`src/rtl/puf_launch_pkg.sv`:
```
// Shared types, default sizing and helpers for the arbiter-PUF race launcher.
// Consumers: puf_race_launcher and arb_sync_bank.
package puf_launch_pkg;

  localparam int DEF_N_ARB       = 32;
  localparam int DEF_CHAL_W      = 64;
  localparam int DEF_SETUP_CYC   = 4;
  localparam int DEF_SETTLE_CYC  = 16;
  localparam int DEF_SYNC_STAGES = 2;
  localparam int DEF_VOTE_N      = 5;

  typedef enum logic [2:0] {
    IDLE,
    CLEAR,
    FIRE,
    SETTLE,
    CAPTURE,
    RESP
  } launch_state_e;

  // Per-lane vote counter must hold values 0..vote_n inclusive.
  function automatic int vote_cnt_w(input int vote_n);
    return (vote_n < 1) ? 1 : $clog2(vote_n + 1);
  endfunction

endpackage

```
`src/rtl/arb_sync_bank.sv`:
```
// Per-lane multi-flop synchronizer bringing the asynchronous arbiter outputs into clk.
// Flops are attributed so synthesis keeps every stage distinct and unmerged.
module arb_sync_bank
  import puf_launch_pkg::*;
#(
  parameter int N_ARB       = DEF_N_ARB,
  parameter int SYNC_STAGES = DEF_SYNC_STAGES
) (
  input  logic             clk,
  input  logic             rst_n,
  input  logic [N_ARB-1:0] i_arb_q,
  output logic [N_ARB-1:0] o_arb_sync
);

  (* keep = "true", dont_touch = "true", async_reg = "true" *)
  logic [N_ARB-1:0] r_sync [SYNC_STAGES];

  always_ff @(posedge clk or negedge rst_n) begin
    if (!rst_n) begin
      for (int s = 0; s < SYNC_STAGES; s++) begin
        r_sync[s] <= '0;
      end
    end else begin
      r_sync[0] <= i_arb_q;
      for (int s = 1; s < SYNC_STAGES; s++) begin
        r_sync[s] <= r_sync[s-1];
      end
    end
  end

  assign o_arb_sync = r_sync[SYNC_STAGES-1];

endmodule

```
`src/rtl/puf_race_launcher.sv`:
```
// Arbiter-PUF launch controller: accepts a challenge, fires the race, returns a response word.
// Optional majority voting over VOTE_N evaluations is enabled with `define PUF_MAJORITY_VOTE_EN.
module puf_race_launcher
  import puf_launch_pkg::*;
#(
  parameter int N_ARB       = DEF_N_ARB,
  parameter int CHAL_W      = DEF_CHAL_W,
  parameter int SETUP_CYC   = DEF_SETUP_CYC,
  parameter int SETTLE_CYC  = DEF_SETTLE_CYC,
  parameter int SYNC_STAGES = DEF_SYNC_STAGES,
  parameter int VOTE_N      = DEF_VOTE_N
) (
  input  logic              clk,
  input  logic              rst_n,
  input  logic              chal_valid,
  output logic              chal_ready,
  input  logic [CHAL_W-1:0] chal_data,
  output logic [CHAL_W-1:0] pdl_ctrl,
  output logic [N_ARB-1:0]  race_launch,
  input  logic [N_ARB-1:0]  arb_q,
  output logic              resp_valid,
  input  logic              resp_ready,
  output logic [N_ARB-1:0]  resp_data,
  output logic              busy
);

  localparam int SETTLE_TOT = SETTLE_CYC + SYNC_STAGES;
  localparam int CNT_MAX    = (SETUP_CYC > SETTLE_TOT) ? SETUP_CYC : SETTLE_TOT;
  localparam int CNT_W      = $clog2(CNT_MAX + 1);
  localparam int VOTE_W     = vote_cnt_w(VOTE_N);
`ifdef PUF_MAJORITY_VOTE_EN
  localparam int EVAL_LAST  = VOTE_N - 1;
`else
  localparam int EVAL_LAST  = 0;
`endif

  launch_state_e     r_state;
  launch_state_e     w_next;
  logic [CNT_W-1:0]  r_cnt;
  logic [VOTE_W-1:0] r_eval;
  logic [CHAL_W-1:0] r_pdl;
  logic [N_ARB-1:0]  r_launch;
  logic [N_ARB-1:0]  r_resp;
  logic              r_armed;
  logic [N_ARB-1:0]  w_sync;
  logic [N_ARB-1:0]  w_result;
  logic              w_accept;
  logic              w_last_eval;
  logic              w_phase_done;

  arb_sync_bank #(
    .N_ARB       (N_ARB),
    .SYNC_STAGES (SYNC_STAGES)
  ) u_sync (
    .clk        (clk),
    .rst_n      (rst_n),
    .i_arb_q    (arb_q),
    .o_arb_sync (w_sync)
  );

  // r_armed keeps chal_ready low until the first clock after reset release.
  assign chal_ready  = (r_state == IDLE) && r_armed;
  assign w_accept    = chal_valid && chal_ready;
  assign w_last_eval = (r_eval == VOTE_W'(EVAL_LAST));

  always_comb begin
    w_phase_done = 1'b0;
    case (r_state)
      CLEAR:   w_phase_done = (r_cnt == CNT_W'(SETUP_CYC - 1));
      SETTLE:  w_phase_done = (r_cnt == CNT_W'(SETTLE_TOT - 1));
      default: w_phase_done = 1'b0;
    endcase
  end

  always_comb begin
    w_next = r_state;
    case (r_state)
      IDLE:    if (w_accept) w_next = CLEAR;
      CLEAR:   if (w_phase_done) w_next = FIRE;
      FIRE:    w_next = SETTLE;
      SETTLE:  if (w_phase_done) w_next = CAPTURE;
      CAPTURE: w_next = w_last_eval ? RESP : CLEAR;
      RESP:    if (resp_ready) w_next = IDLE;
      default: w_next = IDLE;
    endcase
  end

  always_ff @(posedge clk or negedge rst_n) begin
    if (!rst_n) begin
      r_state <= IDLE;
    end else begin
      r_state <= w_next;
    end
  end

`ifdef PUF_MAJORITY_VOTE_EN
  logic [VOTE_W-1:0] r_vote      [N_ARB];
  logic [VOTE_W-1:0] w_vote_next [N_ARB];

  always_comb begin
    w_result = '0;
    for (int i = 0; i < N_ARB; i++) begin
      w_vote_next[i] = r_vote[i] + VOTE_W'(w_sync[i]);
      w_result[i]    = (w_vote_next[i] > VOTE_W'(VOTE_N / 2));
    end
  end

  always_ff @(posedge clk or negedge rst_n) begin
    if (!rst_n) begin
      for (int i = 0; i < N_ARB; i++) r_vote[i] <= '0;
    end else if (w_accept) begin
      for (int i = 0; i < N_ARB; i++) r_vote[i] <= '0;
    end else if (r_state == CAPTURE) begin
      for (int i = 0; i < N_ARB; i++) r_vote[i] <= w_vote_next[i];
    end
  end
`else
  assign w_result = w_sync;
`endif

  // Launch rises on the edge leaving FIRE and stays high until CAPTURE, so the
  // PDL taps are always settled before any edge enters the delay lines.
  always_ff @(posedge clk or negedge rst_n) begin
    if (!rst_n) begin
      r_armed  <= 1'b0;
      r_cnt    <= '0;
      r_eval   <= '0;
      r_pdl    <= '0;
      r_launch <= '0;
      r_resp   <= '0;
    end else begin
      r_armed <= 1'b1;
      if (w_next != r_state) begin
        r_cnt <= '0;
      end else if ((r_state == CLEAR) || (r_state == SETTLE)) begin
        r_cnt <= r_cnt + CNT_W'(1);
      end
      if (w_accept) begin
        r_pdl  <= chal_data;
        r_eval <= '0;
      end
      if (r_state == FIRE) begin
        r_launch <= '1;
      end
      if (r_state == CAPTURE) begin
        r_launch <= '0;
        r_eval   <= r_eval + VOTE_W'(1);
        if (w_last_eval) begin
          r_resp <= w_result;
        end
      end
    end
  end

  assign pdl_ctrl    = r_pdl;
  assign race_launch = r_launch;
  assign resp_valid  = (r_state == RESP);
  assign resp_data   = r_resp;
  assign busy        = (r_state != IDLE);

endmodule

```
`config.mk`:
```
export PLATFORM = sky130hd
export DESIGN_NAME = puf_race_launcher
export DESIGN_NICKNAME = d
export VERILOG_FILES = /design/src/rtl/puf_launch_pkg.sv /design/src/rtl/arb_sync_bank.sv /design/src/rtl/puf_race_launcher.sv
export SDC_FILE = /design/constraint.sdc
export NUM_CORES = 1
export LEC_CHECK = 0
export BUFFER_PORTS_ARGS = -buffer_cell sky130_fd_sc_hd__buf_2
export CORE_AREA = 4 4 141 143
export CTS_CLUSTER_SIZE = 12
export DETAILED_ROUTE_END_ITERATION = 8
export DIE_AREA = 0 0 145 147
export GPL_TIMING_DRIVEN = 0
export PLACE_DENSITY = 0.63
export SYNTH_ARGS = -nofsm -noshare
export SYNTH_HDL_FRONTEND = slang
export SYNTH_SLANG_ARGS = --single-unit
```
`constraint.sdc`:
```
create_clock -name clk -period 4.2 [get_ports clk]
set_input_delay 0.84 -clock clk [delete_from_list [all_inputs] [get_ports clk]]
set_output_delay 0.84 -clock clk [all_outputs]
set_load 0.01 [all_outputs]
```
==> run metrics <==
outcome=complete, no violations; DRC errors left=0; pre-CTS worst setup slack=roughly 2.1 ns; maximum level of the CTS H-tree=4; Clock Sinks=~170; antenna violation net count after detailed routing=0; setup TNS after final layout=0 ns; power per cell area=slightly above 600 mW/mm^2; VDD IR-drop max=~300 uV; post-detailed-route wirelength per cell=14.9 um; CTS hold repair buffers=0; fraction of registers with async set or reset after synthesis=1.00; utilization after layout=0.444; Synth top area share=0.698; Final Slew Violations=0; startpoint class of the critical path=flip-flop; count of state elements after synthesis=between 150 and 200; placed wire-length estimate=around 9.6 mm; top flip-flop cell by instance count after synthesis=sky130_fd_sc_hd__dfrtp_1; CP arrival=about 1.7 ns; overall overflow remaining after global route=0; die outline area=0.0213 sq mm; number of buffers inserted by post-CTS setup repair=0; router iterations before antenna repair=4; Longest Clk Path Bufs=2; Worst setup EP type=primary output; cells taking the most area after synthesis=sky130_fd_sc_hd__dfrtp_1 70%, sky130_fd_sc_hd__mux2_2 16%, sky130_fd_sc_hd__buf_4 3.9%, sky130_fd_sc_hd__mux2_1 1.5%, sky130_fd_sc_hd__buf_8 1.2%; Avg Synthesized Cell Area=roughly 16 sq um; final hold violation count=0; worst slew margin relative to its limit=0.409; die boundary width=about 150 um; count of nets after finishing=approximately 740; area taken by flip-flops and latches=0.00433 sq mm; period utilization=0.602; clock transition at the registers of the reported paths=0.07 ns; critical setup path kind=reg -> out; post-layout worst setup margin=1.67 ns; highest fanout seen on the critical path=34; area growth from synthesis to layout=33.1%; Routed WL=between 10 and 15 mm; CTS root buf=sky130_fd_sc_hd__clkbuf_16; vertical extent of the die=~150 um; MaxCap Viol Count=0; number of buffers added on ports=230; final count of negative-setup-slack endpoints=0; final critical path time including I/O delays and setup=approximately 2.5 ns; largest clock skew in the final design=0.0144 ns; layout cells sized above 1=0.615; CTS tree=done; starting density of the core=0.334; average vias per placed instance=~4.4; area taken by multi-input logic gates=around 0.0015 sq mm; Yosys warning count=0; dominant cell type by area after synthesis=sky130_fd_sc_hd__dfrtp_1; clock latency of the later-clocked register in the worst-skew pair=around 0.42 ns; Syn Nets=486; fill count=~1.7k; initial antenna violation count=1; CTS-repair resized insts=0; I/O pin count=231; wire length of the first global-routing pass=about 22 mm; sequential-to-total area share from yosys stat=0.698; Distinct cells, synth=38; TritonCTS buffer count=17; global placement routability congestion=0.811; number of global-route vias before repair=4301; worst hold path type=reg -> reg; required time worst endpoint=roughly 3.4 ns; Initial DRC Count=~130; floorplan row count=50; leakage dissipation=roughly 0.0042 uW; Diodes inserted=0; Vias=~3.8k; number of synthesized flops with an enable pin=0; maximum number of pins on one net before global-route repair=91; power consumption=around 5000 uW; transition time at the pin with the least slew margin=0.887 ns; RSZ-0062 raised after global routing=no; post-synthesis instance area=0.00620 sq mm; Max Clk Rate=0.396 GHz; combined global-route utilization of all metal layers=0.128; instance count of the mapped netlist=383; standard cell core area=approximately 0.019 sq mm
[power breakdown]
part           total [uW]  internal (uW)  switching, uW
clock                1530            853            680
combinational        1180            598            578
sequential           2270           2060            215
[routing by layer]
layer  track usage  share of wire  vias up
li1              -              -     1771
met1         0.145           0.39     1887
met2         0.218           0.52      155
met3        0.0503          0.075       21
met4        0.0508          0.019        2
met5             0         0.0015        -
[cell usage after synthesis, types with 2 or more instances]
cell type / count
sky130_fd_sc_hd__buf_8: 5
sky130_fd_sc_hd__nor2_1: 7
sky130_fd_sc_hd__buf_4: 32
sky130_fd_sc_hd__o21ai_0: 8
sky130_fd_sc_hd__mux2_2: 88
sky130_fd_sc_hd__nand2_1: 14
sky130_fd_sc_hd__xor2_1: 3
sky130_fd_sc_hd__inv_1: 4
sky130_fd_sc_hd__buf_2: 5
sky130_fd_sc_hd__mux2_1: 8
sky130_fd_sc_hd__nor2b_1: 3
sky130_fd_sc_hd__dfrtp_1: 173
sky130_fd_sc_hd__ha_1: 3
sky130_fd_sc_hd__nor3b_1: 2
sky130_fd_sc_hd__nand4_1: 2
sky130_fd_sc_hd__mux2i_1: 4
[area by class of cell]
class,count,share of cell area
Buffer,44,0.0431
Clock buffer,20,0.0541
Clock inverter,12,0.0153
Inverter,4,0.00182
Multi-Input combinational cell,162,0.182
Sequential cell,173,0.525
Tap cell,234,0.0355
Timing Repair Buffer,231,0.144
[logic make-up after synthesis]
logic type / count (synthesis) / synth area share
other cells: 1 / 0.000605
simple gates: 38 / 0.0323
mux: 100 / 0.181
compound gates: 17 / 0.0178
fa+ha+maj: 3 / 0.00606
buf+inv: 48 / 0.0597
flops: 173 / 0.698
xor+xnor: 3 / 0.00424
[path summary, 6_finish.rpt]
| path | from | end | slack, ns | depth (start not counted) |
|---|---|---|---|---|
| hold reg to reg | u_sync.r_sync[60] | u_sync.o_arb_sync[28] | 0.35 | 0 |
| hold / removal | u_sync.r_sync[60] | u_sync.o_arb_sync[28] | 0.35 | 0 |
| setup / recovery | race_launch[30] | race_launch[7] | 1.67 | 2 |
| min in group asynchronous | rst_n | pdl_ctrl[48] | 0.40 | 1 |
| max in group asynchronous | rst_n | u_sync.o_arb_sync[0] | 2.96 | 2 |
| setup reg to reg | r_state[1] | pdl_ctrl[56] | 2.45 | 6 |
[state kept, by name, indices dropped and copies added (netlist names)]
register	flops
pdl_ctrl	64
r_armed	1
r_cnt	5
r_eval	3
r_state	3
race_launch	1
resp_data	32
u_sync.o_arb_sync	32
u_sync.r_sync	32
[stage by stage]
stage          hold WS (ns)  instances  area [sq um]
3_3_place_gp          0.333        847          7640
5_1_grt               0.353        880          8250
6_report              0.348        880          8250
3_5_place_dp          0.336        848          7680
2_1_floorplan         0.331        383          6200
4_1_cts               0.350        880          8250
[placed cells by master, fill, tap and decap left out, types with 6 or more instances in the layout]
| cell type | count |
|---|---|
| sky130_fd_sc_hd__buf_4 | 32 |
| sky130_fd_sc_hd__mux2_2 | 88 |
| sky130_fd_sc_hd__mux2_1 | 8 |
| sky130_fd_sc_hd__dfrtp_1 | 173 |
| sky130_fd_sc_hd__nor2_1 | 7 |
| sky130_fd_sc_hd__buf_8 | 6 |
| sky130_fd_sc_hd__o21ai_0 | 8 |
| sky130_fd_sc_hd__nand2_1 | 14 |
| sky130_fd_sc_hd__buf_2 | 234 |
| sky130_fd_sc_hd__clkbuf_16 | 17 |
[critical path, stage by stage (launching register included)]
cell                      delay (ns)
sky130_fd_sc_hd__dfrtp_1        0.92
sky130_fd_sc_hd__buf_4          0.23
sky130_fd_sc_hd__buf_2          0.12
(Power assumes the default switching activity.)
